**config.mk**
```make
export PLATFORM = sky130hd
export DESIGN_NAME = vga_frame_feeder_flat
export DESIGN_NICKNAME = d
export VERILOG_FILES = /design/src/rtl/vga_frame_feeder_pkg.sv /design/src/rtl/vga_frame_feeder_if.sv /design/src/rtl/vga_frame_feeder_pixel_skid_register.sv /design/src/rtl/vga_frame_feeder.sv /design/src/flat_wrapper.sv
export SDC_FILE = /design/constraint.sdc
export NUM_CORES = 1
export LEC_CHECK = 0
export ABC_AREA = 1
export BUFFER_PORTS_ARGS = -buffer_cell sky130_fd_sc_hd__buf_2
export CORE_ASPECT_RATIO = 0.9
export CORE_MARGIN = 1
export CORE_UTILIZATION = 40
export CTS_BUF_LIST = sky130_fd_sc_hd__clkbuf_8 sky130_fd_sc_hd__clkbuf_16
export CTS_CLUSTER_DIAMETER = 150
export DETAILED_ROUTE_END_ITERATION = 6
export GPL_TIMING_DRIVEN = 0
export HOLD_SLACK_MARGIN = 0.02
export PLACE_DENSITY = 0.6
export SLEW_MARGIN = 20
export SYNTH_ARGS = -nofsm -noshare
export SYNTH_HDL_FRONTEND = slang
export SYNTH_SLANG_ARGS = --single-unit
export TNS_END_PERCENT = 1
```
**constraint.sdc**
```tcl
create_clock -name vga_clock -period 2.5 [get_ports vga_clock]
set_input_delay 0.125 -clock vga_clock [delete_from_list [all_inputs] [get_ports vga_clock]]
set_output_delay 0.125 -clock vga_clock [all_outputs]
set_load 0.1 [all_outputs]
```
**src/rtl/vga_frame_feeder_pkg.sv**
```systemverilog
// Shared types and command codes for the VGA frame feeder.
// VGA_NOP / VGA_PREPARE carry the same values as the screen side's
// vga_commands.v decoder; this block defines no new codes.
package vga_frame_feeder_pkg;

    localparam int CMD_WIDTH   = 3;
    localparam int PIXEL_WIDTH = 12;

    typedef logic [CMD_WIDTH-1:0]   vga_cmd_t;
    typedef logic [PIXEL_WIDTH-1:0] pixel_t;

    localparam vga_cmd_t VGA_NOP     = 3'd0;
    localparam vga_cmd_t VGA_PREPARE = 3'd1;

    // Number of pixels in one frame.
    function automatic int frame_pixels(input int width, input int height);
        return width * height;
    endfunction

endpackage

```
**src/rtl/vga_frame_feeder_if.sv**
```systemverilog
// Command, pixel-memory and VGA-FIFO signals between the feeder (master)
// and the memory/screen side (slave).
interface vga_frame_feeder_if #(
    parameter int ADDRESS_WIDTH = 19
);
    import vga_frame_feeder_pkg::*;

    vga_cmd_t                 command;
    logic                     clear_command;
    logic                     mem_read;
    logic [ADDRESS_WIDTH-1:0] mem_address;
    pixel_t                   mem_data;
    logic                     fifo_full;
    logic                     fifo_write;
    pixel_t                   fifo_data;

    modport master (
        output command,
        output mem_read,
        output mem_address,
        output fifo_write,
        output fifo_data,
        input  clear_command,
        input  mem_data,
        input  fifo_full
    );

    modport slave (
        input  command,
        input  mem_read,
        input  mem_address,
        input  fifo_write,
        input  fifo_data,
        output clear_command,
        output mem_data,
        output fifo_full
    );

endinterface

```
**src/rtl/vga_frame_feeder_pixel_skid_register.sv**
```systemverilog
// One-entry skid buffer between pixel memory and the VGA FIFO.
// A read strobe returns data one cycle later; if the FIFO is full when it
// arrives, the pixel is parked here and drained ahead of anything else.
module pixel_skid_register
    import vga_frame_feeder_pkg::*;
(
    input  logic   clk_i,
    input  logic   reset_i,
    input  logic   in_valid_i,    // memory read strobe; data follows next cycle
    input  pixel_t in_data_i,     // memory read data, valid one cycle after in_valid_i
    input  logic   full_i,        // downstream cannot accept this cycle
    output logic   out_valid_o,   // write strobe downstream
    output pixel_t out_data_o,
    output logic   hold_valid_o   // a pixel is parked; upstream must stall
);

    logic   return_valid_q, return_valid_d;
    logic   hold_valid_q,   hold_valid_d;
    pixel_t hold_data_q,    hold_data_d;

    // Next-state for the return pipeline and the parked pixel.
    always_comb begin
        // NOTE: every variable gets a default first so no path leaves it unassigned, which would infer a latch.
        return_valid_d = in_valid_i;
        hold_valid_d   = hold_valid_q;
        hold_data_d    = hold_data_q;
        if (return_valid_q && full_i) begin
            hold_valid_d = 1'b1;
            hold_data_d  = in_data_i;
        end else if (hold_valid_q && !full_i) begin
            hold_valid_d = 1'b0;
        end
    end

    // Control flops: cleared by reset so in-flight data is discarded.
    always_ff @(posedge clk_i) begin
        // NOTE: sequential state uses <= so every flop samples pre-edge values regardless of statement order.
        if (reset_i) begin
            return_valid_q <= 1'b0;
            hold_valid_q   <= 1'b0;
        end else begin
            return_valid_q <= return_valid_d;
            hold_valid_q   <= hold_valid_d;
        end
    end

    // Parked pixel data.
    always_ff @(posedge clk_i) begin
        // NOTE: data-only storage is not reset; hold_valid_q qualifies it, so reset only costs routing here.
        hold_data_q <= hold_data_d;
    end

    // The parked pixel is always older than a returning one, so it goes first.
    assign out_valid_o  = (hold_valid_q || return_valid_q) && !full_i;
    assign out_data_o   = hold_valid_q ? hold_data_q : in_data_i;
    assign hold_valid_o = hold_valid_q;

endmodule

```
**src/rtl/vga_frame_feeder.sv**
```systemverilog
// Feeder end of the VGA command/FIFO link. A start pulse raises VGA_PREPARE
// until the screen side clears it, then one frame of pixels is streamed in
// raster order from pixel memory into the VGA FIFO under fifo_full
// back-pressure. ADDRESS_WIDTH must be able to hold WIDTH*HEIGHT-1.
module vga_frame_feeder
    import vga_frame_feeder_pkg::*;
#(
    parameter int WIDTH         = 640,
    parameter int HEIGHT        = 480,
    parameter int ADDRESS_WIDTH = 19
) (
    input  logic                      vga_clock,
    input  logic                      reset,
    input  logic                      start,
    vga_frame_feeder_if.master        bus,
    output logic                      busy,
    output logic                      frame_done
);

    localparam int PIXELS    = frame_pixels(WIDTH, HEIGHT);
    // One extra bit so the counters can hold PIXELS itself.
    localparam int CNT_WIDTH = ADDRESS_WIDTH + 1;

    typedef logic [CNT_WIDTH-1:0] count_t;

    localparam count_t PIXELS_C = count_t'(PIXELS);
    localparam count_t LAST_C   = count_t'(PIXELS - 1);

    typedef enum logic [1:0] {
        IDLE   = 2'd0,
        ISSUE  = 2'd1,
        STREAM = 2'd2,
        DONE   = 2'd3
    } state_t;

    state_t   state_q,   state_d;
    vga_cmd_t command_q, command_d;
    count_t   issued_q,  issued_d;
    count_t   written_q, written_d;

    logic   mem_read_c;
    logic   frame_done_c;
    logic   fifo_write_c;
    pixel_t fifo_data_c;
    logic   hold_valid;

    pixel_skid_register u_skid (
        .clk_i        (vga_clock),
        .reset_i      (reset),
        .in_valid_i   (mem_read_c),
        .in_data_i    (bus.mem_data),
        .full_i       (bus.fifo_full),
        .out_valid_o  (fifo_write_c),
        .out_data_o   (fifo_data_c),
        .hold_valid_o (hold_valid)
    );

    // FSM next-state, command register, read issue and frame counters.
    always_comb begin
        state_d      = state_q;
        command_d    = command_q;
        issued_d     = issued_q;
        written_d    = written_q;
        mem_read_c   = 1'b0;
        frame_done_c = 1'b0;

        case (state_q)
            IDLE: begin
                if (start) begin
                    command_d = VGA_PREPARE;
                    issued_d  = '0;
                    written_d = '0;
                    state_d   = ISSUE;
                end
            end

            ISSUE: begin
                // Unbounded wait: the screen side decides when it is ready.
                if (bus.clear_command) begin
                    command_d = VGA_NOP;
                    state_d   = STREAM;
                end
            end

            STREAM: begin
                // Never read while a pixel is parked: at most one can be outstanding.
                mem_read_c = !bus.fifo_full && !hold_valid && (issued_q < PIXELS_C);
                if (mem_read_c) begin
                    issued_d = issued_q + count_t'(1);
                end
                if (fifo_write_c) begin
                    written_d = written_q + count_t'(1);
                    if (written_q == LAST_C) begin
                        state_d = DONE;
                    end
                end
            end

            DONE: begin
                frame_done_c = 1'b1;
                state_d      = IDLE;
            end

            default: begin
                state_d = IDLE;
            end
        endcase
    end

    // State and counter registers with synchronous reset.
    always_ff @(posedge vga_clock) begin
        if (reset) begin
            state_q   <= IDLE;
            command_q <= VGA_NOP;
            issued_q  <= '0;
            written_q <= '0;
        end else begin
            state_q   <= state_d;
            command_q <= command_d;
            issued_q  <= issued_d;
            written_q <= written_d;
        end
    end

    assign bus.command     = command_q;
    assign bus.mem_read    = mem_read_c;
    assign bus.mem_address = issued_q[ADDRESS_WIDTH-1:0];
    assign bus.fifo_write  = fifo_write_c;
    assign bus.fifo_data   = fifo_data_c;
    assign busy            = (state_q != IDLE);
    assign frame_done      = frame_done_c;

endmodule

```
**src/flat_wrapper.sv**
```systemverilog
// flat-port wrapper written by rule: the top's interface ports become plain ports
module vga_frame_feeder_flat import vga_frame_feeder_pkg::*;
#(
    parameter int WIDTH         = 640,
    parameter int HEIGHT        = 480,
    parameter int ADDRESS_WIDTH = 19
)
  (vga_clock, reset, start, busy, frame_done, bus_command, bus_mem_read, bus_mem_address, bus_fifo_write, bus_fifo_data, bus_clear_command, bus_mem_data, bus_fifo_full);
  vga_frame_feeder_if #(.ADDRESS_WIDTH(ADDRESS_WIDTH)) bus_i ();
  input  logic vga_clock;
  input  logic reset;
  input  logic start;
  output logic busy;
  output logic frame_done;
  output wire logic [$bits(bus_i.command)-1:0] bus_command;
  output wire logic [$bits(bus_i.mem_read)-1:0] bus_mem_read;
  output wire logic [$bits(bus_i.mem_address)-1:0] bus_mem_address;
  output wire logic [$bits(bus_i.fifo_write)-1:0] bus_fifo_write;
  output wire logic [$bits(bus_i.fifo_data)-1:0] bus_fifo_data;
  input wire logic [$bits(bus_i.clear_command)-1:0] bus_clear_command;
  input wire logic [$bits(bus_i.mem_data)-1:0] bus_mem_data;
  input wire logic [$bits(bus_i.fifo_full)-1:0] bus_fifo_full;
  assign bus_command = bus_i.command;
  assign bus_mem_read = bus_i.mem_read;
  assign bus_mem_address = bus_i.mem_address;
  assign bus_fifo_write = bus_i.fifo_write;
  assign bus_fifo_data = bus_i.fifo_data;
  assign bus_i.clear_command = bus_clear_command;
  assign bus_i.mem_data = bus_mem_data;
  assign bus_i.fifo_full = bus_fifo_full;
  vga_frame_feeder #(.WIDTH(WIDTH), .HEIGHT(HEIGHT), .ADDRESS_WIDTH(ADDRESS_WIDTH)) u_core (.vga_clock(vga_clock), .reset(reset), .start(start), .bus(bus_i), .busy(busy), .frame_done(frame_done));
endmodule
```
==> results.yml, run 1 <==
outcome:
  status: "finished clean"
logic_synthesis:
  synth_compound_area_share_pct: 9.13
  ys.flop_type: "dfxtp_1"
  muxShareOfSynthArea_pct: 4.25
  synthDistinctLibCells: 37
  ys_seq_area_share_pct: 39.7
  syn_area_sq_um: 3180
  yosys_warnings: 0
  synth_simple_gate_area_share_pct: 30.4
  synthAdderAreaFrac_pct: 2.75
  synth_seq_cells: 57
  synth_top_family_by_area: "simple AND/OR/NAND/NOR gates"
  synth_xor_xnor_area_share_pct: 0.826
  synth-edff-count: 12
  postSynthCellCount: 423
  synth.avg_cell_area_sq_um: 7.52
  async_flop_share_pct: 0
critical_path:
  worst-path-max-fanout: 10
  reg2reg_slack_ps: 610
  r2r-end: "u_core.written_q[12]$_SDFFE_PP0P_"
  setup.worst_path.end_class: "primary output"
  r2r_start: "u_core.state_q[0]$_SDFFE_PP0P_"
  start_kind: "flip-flop"
  arrival_ps: 1980
  critPathRequiredTime_ps: 2380
  path_class: "reg -> out"
  r2r_cells: 9
final_layout:
  postLayoutCoreUtil_pct: 51.4
  mostFrequentLayoutCells: "nand2_1, nor2_1, buf_2"
  layout-drive-gt1-share_pct: 25.2
  diodes: 0
  syn2layout_area_growth_pct: 23.2
  final_nets: 523
  layout_commonest_cell: "nand2_1"
floorplan:
  io_pins: 55
  die_area_sq_um: 8310
  core_area_sq_um: 7620
  die_w_um: 96.0
  initial_utilization_pct: 41.7
  die_h_um: 86.6
  row_count: 30
sta:
  min_period_ps: 2100
  slew_violations: 0
  layout_setup_ws_ps: 396
  setup_tns_ps: 0
  hold_viol_final: 0
  tightest_slew_ps: 574
  period_share_pct: 84.2
  setup_viol: 0
  fmax_mhz: 475
  rsz0062_at_grt: "no"
  timing.hold.ws_ps: 66.0
  slew_headroom_pct: 61.7
  skew_ps: 7.58
routing:
  drt_iter0_markers: 106
  vias: 2777
  viasPerCell: 4.63
  wl_per_cell_um: 11.6
  dr.pass1.iters: 4
  postRouteAntennaNets: 0
  drt-total-wl_mm: 6.95
  drc: 0
worst_hold_path:
  whs_path_depth: 3
  hp-start: "bus_fifo_full"
  min_path_type: "in -> reg"
  hold-path-endpoint: "u_core.u_skid.hold_valid_o$_SDFFE_PP0P_"
clocking:
  insertion_delay_ps: 330
  cts_resized: 0
  cts_tree: "built"
  clk_pin_slew_worst_paths_ps: 70
  cts-root-buf: "clkbuf_8"
  cts_buffer_depth: 2
  cts_inserted_buffers: 9
  cts.sinks: 57
  ctsHtreeMaxLevel: 3
place:
  port-buffer-count: 52
  pre_cts_ws_ps: 602
  globalplace.congestion: 0.823
  dp_hpwl_mm: 5.14
global_route:
  grt_pass1_wl_mm: 11.6
  grt_max_degree: 13
  grt_util_all_layers_pct: 18.3
  antenna_found_initial: 0
  overflow: 0
  grt_pass1_vias: 2532
pwr:
  p_total_mw: 3.41
  ir_drop_mv: 0.567
  p_leak_nw: 1.65
  p_per_area_nw_per_um2: 870
flow_run:
  cap_viol_max_count: 0
report_power, final:
group / total [mW] / internal (mW) / switching [mW]
registers: 1.02 / 0.985 / 0.0343
clock network: 1.02 / 0.653 / 0.371
logic: 1.37 / 0.360 / 1.00
through the flow:
step / instances / area, sq um
floorplan: 424 / 3180
global placement: 572 / 3560
detailed placement: 572 / 3560
CTS: 600 / 3920
global route: 600 / 3920
finish: 600 / 3920
cells in the mapped netlist, drive strengths merged (3+ instances only):
| cell | n | area [sq um] |
|---|---|---|
| edfxtp | 12 | 360 |
| xor2 | 3 | 26.3 |
| buf | 27 | 206 |
| nand4 | 7 | 43.8 |
| ha | 7 | 87.6 |
| nand2 | 100 | 395 |
| nor3 | 14 | 70.1 |
| o21ai | 11 | 58.8 |
| nor2 | 66 | 265 |
| nor3b | 3 | 27.5 |
| mux2 | 12 | 135 |
| dfxtp | 45 | 901 |
| a21oi | 30 | 188 |
| inv | 52 | 198 |
| nand3 | 25 | 158 |
layer usage:
layer / routed length, um / up-vias / GRT usage [%]
met3: 235 / 12 / 5.26
met4: 116 / 0 / 7.19
li1: - / 1490 / -
met1: 3370 / 1228 / 24.2
met2: 3230 / 47 / 28.3
met5: 0 / - / 0
critical path, stage by stage, from the launching register on:
cell and delay, ps:
dfxtp_1 450, clkbuf_1 480, nor2_1 140, nor2_1 120, buf_2 440
repair_timing:
| item | in CTS | in global routing |
|---|---|---|
| endpoints found under the setup margin | 0 | 0 |
| buffers inserted | 0 | 0 |
| hold buffers | 12 | 0 |
| hold endpoints to repair | 12 | 0 |
worst max-delay path by stage:
stage	from	to	slack [ps]
6_report	u_core.u_skid.hold_valid_o$_SDFFE_PP0P_	bus_fifo_write	400
5_1_grt	u_core.u_skid.hold_valid_o$_SDFFE_PP0P_	bus_fifo_data[5]	290
4_1_cts	u_core.u_skid.hold_valid_o$_SDFFE_PP0P_	bus_fifo_write	420
3_5_place_dp	u_core.state_q[0]$_SDFFE_PP0P_	u_core.written_q[15]$_SDFFE_PP0P_	600
3_3_place_gp	u_core.state_q[0]$_SDFFE_PP0P_	u_core.written_q[15]$_SDFFE_PP0P_	630
2_1_floorplan	u_core.state_q[0]$_SDFFE_PP0P_	bus_mem_read	270
flip-flops by register name (all words and copies together), names as in the netlist:
| name | count |
|---|---|
| u_core.u_skid.return_valid_q | 1 |
| u_core.written_q | 20 |
| u_core.bus.command | 1 |
| u_core.u_skid.hold_valid_o | 1 |
| u_core.issued_q | 20 |
| u_core.u_skid.hold_data_q | 12 |
| u_core.state_q | 2 |
area by class of cell:
class                      instances  area [sq um]
clock buffer                       9           124
tap                               96           120
timing repair buffer              64           380
sequential                        57          1260
inverter                          52           198
fill                             776          3700
buffer                            28           210
clock inverter                     7           109
multi-input combinational        287          1510
logic make-up (layout without fill, tap and decap cells):
logic type | count (synthesis) | count (layout)
compound gates | 47 | 47
xor+xnor | 3 | 3
fa+ha+maj | 7 | 7
buf+inv | 80 | 160
flops | 57 | 57
mux | 12 | 12
other cells | 1 | 2
simple gates | 216 | 216
Note: power is estimated with default switching activity, not from simulation.
==> run 2: changes to the inputs <==
Clock period 2.5 ns to 2.13 ns, I/O delays scaled along.
==> results.yml, run 2 (synthesis results as in run 1) <==
floorplan:
  core_area_sq_um: 7620
  io_pins: 55
  die_w_um: 96.0
  initial_utilization_pct: 41.7
  die_area_sq_um: 8310
  die_h_um: 86.6
  row_count: 30
critical_path:
  path_class: "reg -> out"
  path_cells: "inv_1 -> ha_1 -> buf_4 -> inv_1 -> nor2_2 -> buf_2"
  cpPeakStageDelay_ps: 430
  r2r_cells: 8
  arrival_ps: 1840
  cp_slowest_cell: "buf_2"
  crit_top_cell: "inv_1"
  critPathRequiredTime_ps: 2020
  start_kind: "flip-flop"
  reg2reg_slack_ps: 250
  worst-path-max-fanout: 9
  setup.worst_path.end_class: "primary output"
clocking:
  postCtsSetupBuffers: 0
  cts_buffer_depth: 2
  cts_inserted_buffers: 9
  insertion_delay_ps: 340
  ctsHtreeMaxLevel: 3
  clk_pin_slew_worst_paths_ps: 60
  cts_tree: "built"
  cts-root-buf: "clkbuf_8"
  cts.sinks: 57
global_route:
  grt_pass1_vias: 2460
  antenna_found_initial: 0
  grt_max_degree: 13
  grt_pass1_wl_mm: 11.5
  overflow: 0
  grt_util_all_layers_pct: 18.1
sta:
  timing.hold.ws_ps: 49.2
  rsz0062_at_grt: "no"
  hold_viol_final: 0
  layout_setup_ws_ps: 183
  slew_violations: 0
  setup_viol: 0
  period_share_pct: 91.4
  skew_ps: 11.0
  fmax_mhz: 514
  tightest_slew_ps: 564
  slew_headroom_pct: 62.4
  min_period_ps: 1950
routing:
  dr.pass1.iters: 4
  drt-total-wl_mm: 6.95
  drc: 0
  drt_iter0_markers: 100
  wl_per_cell_um: 11.6
  viasPerCell: 4.67
  postRouteAntennaNets: 0
  vias: 2799
final_layout:
  final_nets: 523
  fin_cells: 600
  postLayoutCoreUtil_pct: 51.4
  largestRegisters: "u_core.issued_q (20), u_core.written_q (20), u_core.u_skid.hold_data_q (12)"
  layout-drive-gt1-share_pct: 25.6
  layout_commonest_cell: "nand2_1"
  mostFrequentLayoutCells: "nand2_1, nor2_1, buf_2"
  syn2layout_area_growth_pct: 23.3
  diodes: 0
pwr:
  p_total_mw: 4.01
  p_seq_share_pct: 29.8
  switching_share_pct: 41.5
  pwr-share-clk_pct: 30.3
  p_per_area_nw_per_um2: 1020
  p_sw_mw: 1.66
  p_int_mw: 2.35
  p_comb_share_pct: 39.9
  ir_drop_mv: 0.613
  p_leak_nw: 1.65
place:
  dp_hpwl_mm: 5.15
  placed_cells: 572
  pre_cts_ws_ps: 234
  port-buffer-count: 52
  globalplace.congestion: 0.857
flow_run:
  cap_viol_max_count: 0
worst_hold_path:
  whs_path_depth: 3
  min_path_type: "in -> reg"
outcome:
  status: "finished clean"
## run 2: path summary, 6_finish.rpt
path	start	end
worst max-delay path	u_core.state_q[0]$_SDFFE_PP0P_	bus_mem_read
worst min-delay path	bus_fifo_full	u_core.u_skid.hold_valid_o$_SDFFE_PP0P_
worst max register to register	u_core.state_q[0]$_SDFFE_PP0P_	u_core.written_q[12]$_SDFFE_PP0P_
worst min register to register	u_core.written_q[4]$_SDFFE_PP0P_	u_core.written_q[4]$_SDFFE_PP0P_
## run 2: power groups by stage
| stage | registers (mW) | clock network, mW | logic, mW |
|---|---|---|---|
| after detailed placement | 1.22 | 0 | 1.60 |
| after CTS | 1.20 | 1.24 | 1.61 |
| final | 1.19 | 1.21 | 1.60 |
| after global routing | 1.20 | 1.29 | 1.75 |
| after floorplan | 1.25 | 0 | 1.26 |
| after global placement | 1.22 | 0 | 1.58 |
## run 2: critical path, delay by kind of cell, from the launching register on
family        cells  cell delay, ps
buf+inv           4             880
flops             1             330
simple gates      1             130
fa+ha+maj         1             160
## run 2: area by class of cell
cell class              count  area [sq um]
fillers                   733          3700
multi-input cells         287          1520
flip-flops and latches     57          1260
repair buffers             64           380
plain buffers              28           211
inverters                  52           198
clock buffers               9           124
well taps                  96           120
clock inverters             7           109
## run 2: metrics by stage
step                      TNS (ps)  instance area, sq um
after detailed placement         0                  3570
after global placement           0                  3570
after global routing             0                  3920
final                            0                  3920
after floorplan              -79.8                  3190
after CTS                        0                  3920
## run 2: what timing repair did
action / in CTS / in global routing
endpoints found under the hold margin: 12 / 0
gates resized for setup: 0 / 2
hold buffers: 12 / 0
endpoints found under the setup margin: 0 / 10
## run 2: layer usage
layer / vias to the layer above / wire (um) / GRT usage (%)
li1: 1492 / - / -
met5: - / 0 / 0
met3: 8 / 290 / 5.79
met4: 0 / 64 / 4.07
met1: 1253 / 3400 / 24.9
met2: 46 / 3190 / 27.6
==> run 3: changes to the inputs <==
Settings changed: BUFFER_PORTS_ARGS -buffer_cell sky130_fd_sc_hd__buf_2 to unset, DONT_BUFFER_PORTS set to 1, PLACE_DENSITY 0.6 to 0.54.
==> results.yml, run 3 (synthesis results as in run 1) <==
place:
  pre_cts_ws_ps: -57.5
  dp_hpwl_mm: 4.95
  globalplace.congestion: 0.842
  port-buffer-count: 0
global_route:
  antenna_found_initial: 0
  grt_pass1_vias: 2492
  overflow: 0
  grt_pass1_wl_mm: 11.5
  grt_util_all_layers_pct: 18.1
  grt_max_degree: 13
critical_path:
  crit_top_cell: "a21oi_1"
  cp_slowest_cell: "clkinvlp_4"
  r2r_start: "u_core.state_q[0]$_SDFFE_PP0P_"
  arrival_ps: 2210
  path_cells: "inv_1 -> ha_2 -> clkinvlp_4 -> o22ai_4 -> a21oi_1 -> a21oi_1 -> nor2_1"
  setup.worst_path.end_class: "flip-flop"
  cpPeakStageDelay_ps: 470
  worst-path-max-fanout: 4
  r2r-end: "u_core.state_q[1]$_SDFFE_PP0P_"
  start_kind: "flip-flop"
  path_class: "reg -> reg"
  setup.worst_path.start: "u_core.state_q[0]$_SDFFE_PP0P_"
  reg2reg_slack_ps: 150
  r2r_cells: 7
  critPathRequiredTime_ps: 2360
routing:
  drc: 0
  viasPerCell: 4.78
  drt_iter0_markers: 87
  vias: 2635
  wl_per_cell_um: 12.6
  drt-total-wl_mm: 6.95
  postRouteAntennaNets: 0
  dr.pass1.iters: 4
sta:
  slew_violations: 0
  fmax_mhz: 505
  hold_viol_final: 0
  rsz0062_at_grt: "no"
  layout_setup_ws_ps: 151
  slew_headroom_pct: 32.8
  tightest_slew_ps: 1010
  skew_ps: 13.0
  min_period_ps: 1980
  setup_viol: 0
  period_share_pct: 92.9
clocking:
  ctsHtreeMaxLevel: 3
  clk_pin_slew_worst_paths_ps: 70
  insertion_delay_ps: 330
  cts_tree: "built"
  cts-root-buf: "clkbuf_8"
  cts_buffer_depth: 2
  cts.sinks: 57
  postCtsSetupBuffers: 0
  cts_inserted_buffers: 9
floorplan:
  die_area_sq_um: 8310
  core_area_sq_um: 7620
  io_pins: 55
  die_h_um: 86.6
  row_count: 30
  initial_utilization_pct: 41.7
  die_w_um: 96.0
worst_hold_path:
  min_path_type: "in -> reg"
  hold-path-endpoint: "u_core.bus.command[0]$_SDFFE_PP0P_"
  whs_path_depth: 3
  hp-start: "bus_clear_command"
final_layout:
  largestRegisters: "u_core.issued_q (20), u_core.written_q (20), u_core.u_skid.hold_data_q (12)"
  fillCellCount: 754
  diodes: 0
  final_nets: 474
  layout_commonest_cell: "nand2_1"
  syn2layout_area_growth_pct: 17.2
  mostFrequentLayoutCells: "nand2_1, nor2_1, inv_1"
  layout-drive-gt1-share_pct: 17.6
pwr:
  p_leak_nw: 1.42
  p_per_area_nw_per_um2: 1080
  pwr-share-clk_pct: 30.2
  p_total_mw: 4.01
  p_sw_mw: 1.67
  p_int_mw: 2.34
  ir_drop_mv: 0.556
  p_comb_share_pct: 38.9
  switching_share_pct: 41.6
  p_seq_share_pct: 30.9
flow_run:
  cap_viol_max_count: 0
outcome:
  status: "finished clean"
==> run 3: how the worst max path moves through the flow <==
stage,to,depth (start not counted)
final,u_core.state_q[1]$_SDFFE_PP0P_,7
after global routing,u_core.written_q[15]$_SDFFE_PP0P_,12
after CTS,bus_fifo_write,3
after detailed placement,u_core.state_q[1]$_SDFFE_PP0P_,8
after global placement,bus_fifo_write,3
after floorplan,bus_fifo_write,3
==> run 3: what timing repair did <==
item                                   CTS  global route
pin swaps                                0             1
hold buffers                            15             0
setup endpoints to repair                4            12
endpoints found under the hold margin   20             0
resized for setup                        4             4
==> run 3: power by group through the flow <==
stage | Combinational (mW) | Sequential [mW] | Clock [mW]
floorplan | 1.26 | 1.25 | 0
global placement | 1.49 | 1.26 | 0
detailed placement | 1.50 | 1.26 | 0
CTS | 1.55 | 1.24 | 1.25
global route | 1.68 | 1.25 | 1.30
finish | 1.56 | 1.24 | 1.21
==> run 3: critical path: cells and delay by family (launching register included) <==
kind / cells / cell delay (ps)
adder cells (fa/ha/maj): 1 / 280
AO/OA/AOI/OAI: 3 / 610
buffers and inverters: 2 / 590
flip-flops: 1 / 330
AND/OR/NAND/NOR: 1 / 60
==> run 3: routing by layer <==
metal  global-route usage (%)  share of wire [%]
met5                        0                  0
met4                     6.65                1.6
met3                     5.79                3.5
met2                     27.7                 45
met1                     23.8                 49
==> run 3: through the flow <==
stage	TNS, ps	instances	util (%)	hold WS, ps	area [sq um]
2_1_floorplan	-79.8	424	-	205	3190
3_3_place_gp	-385	520	43.4	205	3310
3_5_place_dp	-78.8	520	43.4	205	3310
4_1_cts	0	551	48.7	55.9	3710
5_1_grt	0	551	48.9	63.0	3720
6_report	0	551	48.9	52.2	3720
==> run 3: layout make-up <==
| class | instances | area [sq um] | share of cell area, % |
|---|---|---|---|
| multi-input combinational | 287 | 1550 | 41.5 |
| sequential | 57 | 1260 | 33.9 |
| buffer | 28 | 211 | 5.68 |
| inverter | 52 | 201 | 5.41 |
| timing repair buffer | 15 | 150 | 4.03 |
| clock buffer | 9 | 124 | 3.33 |
| tap | 96 | 120 | 3.22 |
| clock inverter | 7 | 111 | 2.99 |
